## config.mk

```make
export PLATFORM = sky130hd
export DESIGN_NAME = piso_8bit_serializer
export DESIGN_NICKNAME = d
export VERILOG_FILES = /design/src/rtl/piso_8bit_serializer_pkg.sv /design/src/rtl/piso_hold_buf.sv /design/src/rtl/piso_8bit_serializer.sv
export SDC_FILE = /design/constraint.sdc
export NUM_CORES = 1
export LEC_CHECK = 0
export CORE_MARGIN = 5
export CORE_UTILIZATION = 55
export CTS_BUF_LIST = sky130_fd_sc_hd__clkbuf_8
export DETAILED_ROUTE_END_ITERATION = 16
export HOLD_SLACK_MARGIN = 0.06
export PLACE_DENSITY = 0.86
export SLEW_MARGIN = 20
export SYNTH_ARGS = -nofsm -noshare
export SYNTH_HDL_FRONTEND = slang
export SYNTH_SLANG_ARGS = --single-unit
```

## constraint.sdc

```tcl
create_clock -name clk -period 4.78 [get_ports clk]
set_input_delay 0.717 -clock clk [delete_from_list [all_inputs] [get_ports clk]]
set_output_delay 0.717 -clock clk [all_outputs]
set_load 0.05 [all_outputs]
```

## src/rtl/piso_8bit_serializer_pkg.sv

```systemverilog
// Shared definitions for the PISO serializer: FSM state encoding and default word width.
package piso_8bit_serializer_pkg;

    localparam int DEFAULT_WIDTH = 8;

    typedef enum logic {
        IDLE  = 1'b0,
        SHIFT = 1'b1
    } state_t;

endpackage

```

## src/rtl/piso_hold_buf.sv

```systemverilog
// One-word holding buffer. It is written on load, and take releases it back to empty.
module piso_hold_buf #(
    parameter int WIDTH = 8
) (
    input  logic             clk,
    input  logic             rs,
    input  logic             load,
    input  logic             take,
    input  logic [WIDTH-1:0] din,
    output logic [WIDTH-1:0] data,
    output logic             full
);

    // load and take never coincide: load needs an empty buffer, and take needs a full one.
    always_ff @(posedge clk or posedge rs) begin
        if (rs) begin
            data <= '0;
            full <= 1'b0;
        end else if (load) begin
            data <= din;
            full <= 1'b1;
        end else if (take) begin
            full <= 1'b0;
        end
    end

endmodule

```

## src/rtl/piso_8bit_serializer.sv

```systemverilog
// Parallel-in serial-out serializer, MSB first. A one-word holding buffer allows
// gapless back-to-back words.
module piso_8bit_serializer
    import piso_8bit_serializer_pkg::*;
#(
    parameter int WIDTH = DEFAULT_WIDTH
) (
    input  logic             clk,
    input  logic             rs,
    input  logic [WIDTH-1:0] pi,
    input  logic             load_valid,
    output logic             load_ready,
    output logic             sout,
    output logic             sout_valid,
    output logic             busy,
    output logic             done
);

    localparam int             CW         = (WIDTH > 1) ? $clog2(WIDTH) : 1;
    localparam logic [CW-1:0]  LAST       = CW'(WIDTH - 1);
    localparam logic           ONE_BIT_WD = (WIDTH == 1);

    state_t            state_r;
    logic [WIDTH-1:0]  shift_r;
    logic [CW-1:0]     count_r;
    logic              done_r;

    logic              hold_full_s;
    logic [WIDTH-1:0]  hold_data_s;
    logic              accept_s;
    logic              last_s;
    logic              buf_load_s;
    logic              buf_take_s;
    logic [CW-1:0]     next_count_s;

    assign load_ready   = ~hold_full_s;
    assign accept_s     = load_valid & load_ready;
    assign last_s       = (state_r == SHIFT) && (count_r == LAST);
    assign next_count_s = count_r + CW'(1);

    // Words accepted on the last-bit cycle bypass the buffer and go straight into the shifter.
    assign buf_load_s   = accept_s & (state_r == SHIFT) & ~last_s;
    assign buf_take_s   = last_s & hold_full_s;

    piso_hold_buf #(
        .WIDTH (WIDTH)
    ) u_hold_buf (
        .clk  (clk),
        .rs   (rs),
        .load (buf_load_s),
        .take (buf_take_s),
        .din  (pi),
        .data (hold_data_s),
        .full (hold_full_s)
    );

    // Serializer FSM: shift register, bit counter and the registered done flag.
    always_ff @(posedge clk or posedge rs) begin
        if (rs) begin
            state_r <= IDLE;
            shift_r <= '0;
            count_r <= '0;
            done_r  <= 1'b0;
        end else begin
            case (state_r)
                IDLE: begin
                    if (accept_s) begin
                        state_r <= SHIFT;
                        shift_r <= pi;
                        count_r <= '0;
                        done_r  <= ONE_BIT_WD;
                    end
                end
                SHIFT: begin
                    if (last_s) begin
                        if (hold_full_s) begin
                            shift_r <= hold_data_s;
                            count_r <= '0;
                            done_r  <= ONE_BIT_WD;
                        end else if (accept_s) begin
                            shift_r <= pi;
                            count_r <= '0;
                            done_r  <= ONE_BIT_WD;
                        end else begin
                            state_r <= IDLE;
                            shift_r <= '0;
                            count_r <= '0;
                            done_r  <= 1'b0;
                        end
                    end else begin
                        shift_r <= shift_r << 1;
                        count_r <= next_count_s;
                        done_r  <= (next_count_s == LAST);
                    end
                end
                default: begin
                    state_r <= IDLE;
                    shift_r <= '0;
                    count_r <= '0;
                    done_r  <= 1'b0;
                end
            endcase
        end
    end

    // The shifter is cleared on the way back to IDLE, so its MSB is already 0 there.
    assign sout       = shift_r[WIDTH-1];
    assign sout_valid = (state_r == SHIFT);
    assign busy       = (state_r == SHIFT);
    assign done       = done_r;

endmodule

```

* Word-level counts from Yosys, hierarchy flattened
Index checks and enable logic that the tools add are counted.
** Cells by class
- Reduce and logical (&&, ||, !) cells :: 2
- Bitwise logic cells :: 7
- Mux-type cells :: 17
- Add/subtract/negate cells :: 1
- Equality and inequality tests :: 3
** Operators with widths (count)
- 8-bit 2-to-1 mux :: 4
- 8-bit case mux with 2 select lines :: 1
- 1-bit 2-to-1 mux :: 7
- 3-bit equality test (second input constant) :: 2
- 3-bit 2-to-1 mux :: 2
- 3-bit case mux with 2 select lines :: 1
- 1-bit AND :: 4
- 1-bit case mux with 2 select lines :: 2
- 3-bit by 1-bit adder with 3-bit output (second input constant) :: 1
- 1-bit inverter :: 3
- 2-bit inequality test (second input constant) :: 1
- 2-bit nonzero test :: 1
- 1-bit logical AND :: 1
** Word-level totals
- Output and inout port bits :: 5
- Bits of input ports :: 11
- Logic and storage cells :: 36
- Register bits after elaboration :: 22

* Logic depth before layout (Yosys ltp)
Gate-level depths: netlist of the first run.
- Depth in word-level cells :: 6
- Depth in mapped cells :: 6
- Depth with buffers taken out :: 5

* By module
Synthesis of the first run repeated with hierarchy kept, for this count alone.
** Unflattened totals
- Cells, all modules :: 86
- Area, all modules :: 1067.3 µm²
** By module, submodules not included
- piso_8bit_serializer :: instances 1, cells an instance 65, area each 694.4 µm², seq. area each 325.3 µm²
- piso_hold_buf :: instances 1, cells an instance 21, area each 372.9 µm², seq. area each 225.2 µm²

* Worst setup path after synthesis of the first run
No wires, ideal clock.
- Path kind :: register to output
- From :: register state_r (netlist: busy)
- To :: output port sout_valid
- Buffers on the path :: 1
- Required time :: 4.063 ns
- Data arrival time :: 1.017 ns
- Cell stages (with the launch flop) :: 2
- Slack :: 3.046 ns
- Cell sequence :: dfrtp_1 buf_4
** RTL lines
- start: declaration :: RTL line piso_8bit_serializer.sv:23 : state_t state_r;
- start signal: assignment :: RTL line piso_8bit_serializer.sv:60 : state_r <= IDLE;
- start signal: assignment :: RTL line piso_8bit_serializer.sv:68 : state_r <= SHIFT;
- start signal: assignment :: RTL line piso_8bit_serializer.sv:85 : state_r <= IDLE;
- end: declaration :: RTL line piso_8bit_serializer.sv:14 : output logic sout_valid,
No word-level cell between the ends.

* Final worst setup path of the first run
- From :: register state_r (netlist: busy)
- To :: output port sout_valid
No word-level cell between the ends.

==> results.md, run 1 <==
* Category of the worst setup path launch point: register
* Via/cell ratio at 5.88
* Library cells used by synthesis at 26
* Synthesized net count at slightly above 100
* Arrival time at the worst endpoint at around 1900 ps
* Buffers inserted by post-CTS timing repair at 0
* Total chip power at 0.827 mW
* Family of cells with the greatest summed delay on the critical path: buffers and inverters
* Post-CTS Resized at 0
* Number of violations reported at the end of detailed-routing iteration 0 at 19
* Synth async-reset ratio at 100%
* Power Dens Cells at about 640 mW/mm2
* Post-synthesis cell area at 0.00108 mm2
* Detailed-route wire length per cell at between 15 and 20 um
* Register area share after synthesis at between 50% and 60%
* Number of port buffers at 15
* Tcrit/Tclk final at between 50 and 60%
* Drt total wl at 2140 um
* Slowest cell on the critical path: sky130_fd_sc_hd__clkdlybuf4s50_1
* Number of vias in the routed layout at ~750
* Dominant synthesized flop cell: sky130_fd_sc_hd__dfrtp_1
* Required time at the endpoint of the critical path at slightly above 4000 ps
* Maximum fanout count along the critical path at 18
* RSZ-0062 raised after global routing: no
* I/O pin total at 16
* Critical path buffer and inverter count at 1
* Largest net degree at the start of global routing at 23
* Leading cell type in the layout, fill and taps excluded: sky130_fd_sc_hd__dfrtp_1
* Number of clock sinks at 22
* Setup_tns at 0 ps
* Clock tree from TritonCTS: done
* Leading cell types in the layout, fill and taps excluded: sky130_fd_sc_hd__dfrtp_1 (22), sky130_fd_sc_hd__clkdlybuf4s50_1 (15), sky130_fd_sc_hd__mux2_2 (9), sky130_fd_sc_hd__a21oi_1 (8), sky130_fd_sc_hd__a221o_1 (7)
* Floorplan die width at 54.4 um
* Max Cap Viol at 0
* Clock network latency to the later pin of the worst-skew pair at 270 ps
* Count of flip-flops with a built-in enable after synthesis at 0
* Max rail drop VDD at 0.328 mV
* Crit Path Category: reg2out
* Hold/Removal Path Class: reg2reg
* Setup Skew at 3.08 ps
* Share of final-layout standard cells stronger than drive strength 1 at approximately 18%
* DRC violations left at 0
* Worst-path clk slew at about 80 ps
* Worst path cell trace: clkdlybuf4s50_1
* Yosys reg bits at 22
* Maximum buffer depth of the clock tree at 2
* Setup-violating endpoint count in the final report at 0
* Overall track demand over capacity in global routing at around 17%
* Headroom to the max-slew limit at a little under half
* Max stage delay on crit path at between 900 and 1000 ps
* CTS hold repair buffers at 0
* Starting utilization of the core area at a little under three fifths
* Slew at the pin closest to its max-slew limit at between 800 and 900 ps
* Area growth from synthesis to layout at 18.7%
* Number of nets with antenna violations after detailed routing at 0
* Initial antenna violation count at 0
* Overflow left after global routing at 0
* Area of the core region at just under 0.002 mm2
* Ant diodes at 0
* Static leakage power at approximately 0.55 nW
* Hold Violations, Final at 0
* Root buffer selected by CTS: sky130_fd_sc_hd__clkbuf_8
* Max Freq at just under 0.4 GHz
* Router iterations before antenna repair at 4
* Final critical-path required period at between 2000 and 3000 ps
* Number of max-slew violations in the final report at 0
* Kind of capture point of the worst setup path: output pin
* Setup slack of the most critical reg-to-reg path at just under 3000 ps
* Die H at 54.4 um
* Number of rows created at floorplan at 16
* CTS buffer count at 3
* DPL Wire Length at between 1500 and 2000 um
* Number of nets in the final layout at between 100 and 150
* H-tree Lvls at 1
* Total die area at a little under 0.003 mm2
* Warnings from Yosys at 0
* Syn_area_per_cell at 12.2 um2
* Synth Instances at between 80 and 90
* First-pass GRT wire length at about 3400 um
* Via count of the first global-routing pass at ~730
* Final Wtd Congestion at about 0.76
* Outcome: finished clean
[flip-flops by register name, summed over array words and instances (netlist names)]
name / count
shift_r: 8
u_hold_buf.data: 8
done: 1
busy: 1
count_r: 3
u_hold_buf.full: 1
[layout make-up]
| class | count | area [um2] |
|---|---|---|
| inverters | 4 | 15.0 |
| clock inverters | 1 | 30.0 |
| clock buffers | 3 | 41.3 |
| fillers | 158 | 637 |
| flip-flops and latches | 22 | 551 |
| repair buffers | 15 | 150 |
| multi-input cells | 56 | 464 |
| well taps | 27 | 33.8 |
[metrics by stage]
| step | instances | setup WS [ps] | hold slack, ps | utilization (%) | area (um2) |
|---|---|---|---|---|---|
| finish | 128 | 2180 | 504 | 66.9 | 1280 |
| global route | 128 | 2090 | 528 | 66.9 | 1280 |
| CTS | 128 | 2190 | 507 | 66.9 | 1280 |
| detailed placement | 124 | 2430 | 489 | 63.2 | 1210 |
| global placement | 124 | 2480 | 477 | 63.2 | 1210 |
| floorplan | 89 | 3050 | 471 | - | 1080 |
[synthesized netlist by cell type (3+ instances only)]
cell	instances	area share (%)
sky130_fd_sc_hd__buf_2	3	1.4
sky130_fd_sc_hd__ha_1	3	3.5
sky130_fd_sc_hd__dfrtp_1	22	51
sky130_fd_sc_hd__a21oi_1	8	3.7
sky130_fd_sc_hd__a221o_1	7	6.5
sky130_fd_sc_hd__nand3b_1	6	4.2
sky130_fd_sc_hd__mux2_2	9	9.4
sky130_fd_sc_hd__nand3_1	6	2.8
sky130_fd_sc_hd__inv_1	4	1.4
[per-layer routing]
layer	global-route usage [%]	routed length, um	vias to the layer above
li1	-	-	352
met1	20.7	896	373
met2	27.9	1090	22
met3	3.27	115	5
met4	8.71	38	0
met5	0	0	-
[cells by family (layout without fill, tap and decap cells)]
| group | after synthesis | after routing | synth area share, % |
|---|---|---|---|
| compound gates | 22 | 22 | 15.4 |
| simple gates | 21 | 21 | 13.8 |
| buf+inv | 11 | 23 | 6.24 |
| mux | 10 | 10 | 10.3 |
| fa+ha+maj | 3 | 3 | 3.47 |
| flops | 22 | 22 | 50.9 |
[path summary, 6_finish.rpt]
check	endpoint	startpoint	cells after the start
setup / recovery	sout_valid	busy	1
hold / removal	done	done	1
setup reg to reg	u_hold_buf.data[7]	count_r[0]	5
hold reg to reg	done	done	1
max in group asynchronous	count_r[0]	rs	2
min in group asynchronous	u_hold_buf.data[6]	rs	2
[power by group]
group          internal [mW]  switching, mW
combinational          0.156          0.163
sequential             0.269         0.0654
clock                  0.112         0.0613
[worst reg2reg max path: stages, from the launching register on]
cell and delay, ps:
sky130_fd_sc_hd__dfrtp_1 410, sky130_fd_sc_hd__ha_1 210, sky130_fd_sc_hd__ha_1 240, sky130_fd_sc_hd__nand2b_1 250, sky130_fd_sc_hd__nor2_4 290, sky130_fd_sc_hd__mux2_2 380
Note: power is estimated with default switching activity, not from simulation.
==> run 2: changes to the inputs <==
Clock period 4.78 ns to 2.6 ns, I/O delays scaled along.
==> results.md, run 2 (synthesized netlist as in run 1, its figures left out) <==
* Max rail drop VDD at 0.806 mV (was 0.328 mV)
* Crit Path Category: reg2out (unchanged)
* Detailed-route wire length per cell at 16.2 um (was 16.7 um)
* Post-CTS Resized at 0 (unchanged)
* Total die area at 0.00296 mm2 (unchanged)
* Family of cells with the greatest summed delay on the critical path: buffers and inverters (unchanged)
* Area growth from synthesis to layout at 18.7% (unchanged)
* CTS hold repair buffers at 0 (unchanged)
* Overflow left after global routing at 0 (unchanged)
* Tcrit/Tclk final at between 80% and 90%
* Worst path cell trace: clkdlybuf4s50_1 (unchanged)
* RSZ-0062 raised after global routing: no (unchanged)
* DRC violations left at 0 (unchanged)
* Static leakage power at 0.555 nW (unchanged)
* Number of vias in the routed layout at 754 (was 752)
* Hold/Removal Path Class: reg2reg (unchanged)
* Drt total wl at 2080 um (was 2140 um)
* Headroom to the max-slew limit at 44.9% (was 46.2%)
* Number of clock sinks at 22 (unchanged)
* Starting utilization of the core area at 56.3% (unchanged)
* Router iterations before antenna repair at 4 (unchanged)
* Number of nets in the final layout at 116 (unchanged)
* Fill cell count at 165 (was 158)
* Highest metal layer with signal wires: met4 (unchanged)
* CTS buffer count at 3 (unchanged)
* Hold Violations, Final at 0 (unchanged)
* DPL Wire Length at 1480 um (was 1530 um)
* Final critical-path required period at 2250 ps
* Via/cell ratio at 5.89 (was 5.88)
* Via count of the first global-routing pass at 740 (was 726)
* Number of port buffers at 15 (unchanged)
* Clock tree from TritonCTS: done (unchanged)
* Number of violations reported at the end of detailed-routing iteration 0 at 20 (was 19)
* Leading cell types in the layout, fill and taps excluded: sky130_fd_sc_hd__dfrtp_1 (22), sky130_fd_sc_hd__clkdlybuf4s50_1 (15), sky130_fd_sc_hd__mux2_2 (9), sky130_fd_sc_hd__a21oi_1 (8), sky130_fd_sc_hd__a221o_1 (7) (unchanged)
* Max Freq at ~0.44 GHz
* Post-route setup slack at 349 ps (was 2180 ps)
* Post-route core utilization at 66.9% (unchanged)
* Final Wtd Congestion at 0.757 (was 0.756)
* Maximum buffer depth of the clock tree at 2 (unchanged)
* Post-Place Cells at 124 (unchanged)
* Post-layout instance count excluding filler cells at 128 (unchanged)
* H-tree Lvls at 1 (unchanged)
* Worst hold margin at 513 ps (was 504 ps)
* Die H at 54.4 um (unchanged)
* Slowest cell on the critical path: sky130_fd_sc_hd__clkdlybuf4s50_1 (unchanged)
* WL met1 at 899 um (was 896 um)
* Initial antenna violation count at 0 (unchanged)
* Power Dens Cells at 1180 mW/mm2 (was 643 mW/mm2)
* Wire length on met3 at 138 um (was 115 um)
* Clock network latency to the later pin of the worst-skew pair at 260 ps (was 270 ps)
* Setup Skew at 3.89 ps (was 3.08 ps)
* Buffers inserted by post-CTS timing repair at 0 (unchanged)
* Number of max-slew violations in the final report at 0 (unchanged)
* Category of the worst setup path launch point: register (unchanged)
* Setup_tns at 0 ps (unchanged)
* Overall track demand over capacity in global routing at 17.1% (was 16.8%)
* Number of rows created at floorplan at 16 (unchanged)
* Floorplan die width at 54.4 um (unchanged)
* Max Cap Viol at 0 (unchanged)
* Largest registers ranked by flip-flop count: shift_r x8, u_hold_buf.data x8, count_r x3 (unchanged)
* Number of nets with antenna violations after detailed routing at 0 (unchanged)
* I/O pin total at 16 (unchanged)
* Critical path buffer and inverter count at 1 (unchanged)
* Worst-path clk slew at 80 ps (about the same)
* Ant diodes at 0 (unchanged)
* Outcome: finished clean (unchanged)
* Maximum fanout count along the critical path at 18 (unchanged)
* Setup-violating endpoint count in the final report at 0 (unchanged)
* First-pass GRT wire length at 3480 um (was 3390 um)
* Leading cell type in the layout, fill and taps excluded: sky130_fd_sc_hd__dfrtp_1 (unchanged)
* Largest net degree at the start of global routing at 23 (unchanged)
* Total met2 wirelength after detailed routing at 1000 um (was 1090 um)
* Root buffer selected by CTS: sky130_fd_sc_hd__clkbuf_8 (unchanged)
* Arrival time at the worst endpoint at 1860 ps (was 1880 ps)
* Max stage delay on crit path at 910 ps (about the same)
* Kind of capture point of the worst setup path: output pin (unchanged)
* Area of the core region at 0.00192 mm2 (unchanged)
* Share of final-layout standard cells stronger than drive strength 1 at 17.8% (unchanged)
* Required time at the endpoint of the critical path at 2210 ps (was 4060 ps)
* Post-placement worst setup slack at 616 ps (was 2430 ps)
* Slew at the pin closest to its max-slew limit at 826 ps (was 806 ps)
run 2: cell counts in the layout (fill, tap and decap cells not counted):
Identical to the previous run, type by type.
run 2: layer usage:
metal / vias up / track usage, %
li1: 350 / -
met1: 369 / 20.8
met2: 31 / 28.5
met3: 4 / 3.54
met4: 0 / 8.30
met5: - / 0
run 2: final timing paths:
path / cells past startpoint / start / slack [ps] / endpoint
setup / recovery: 1 / busy / 350 / sout_valid
hold / removal: 1 / done / 510 / done
setup reg to reg: 5 / count_r[0] / 710 / u_hold_buf.data[3]
hold reg to reg: 1 / done / 510 / done
max in group asynchronous: 2 / rs / 1500 / u_hold_buf.data[0]
min in group asynchronous: 2 / rs / 590 / shift_r[7]
run 2: through the flow:
step	power [mW]	instance area (um2)
floorplan	1.07	1080
global placement	1.17	1210
detailed placement	1.21	1210
CTS	1.53	1280
global route	1.63	1280
finish	1.51	1280
run 2: power by group:
| part | switching (mW) | leakage (nW) | internal, mW |
|---|---|---|---|
| registers | 0.119 | 0.267 | 0.494 |
| clock network | 0.109 | 0.0357 | 0.206 |
| logic | 0.299 | 0.252 | 0.288 |
run 2: area by class of cell:
cell class                      instances  area (um2)  area share (%)
Timing Repair Buffer                   15         150            11.7
Sequential cell                        22         551            42.8
Clock inverter                          1        30.0            2.34
Multi-Input combinational cell         56         464            36.1
Inverter                                4        15.0            1.17
Tap cell                               27        33.8            2.63
Clock buffer                            3        41.3            3.21
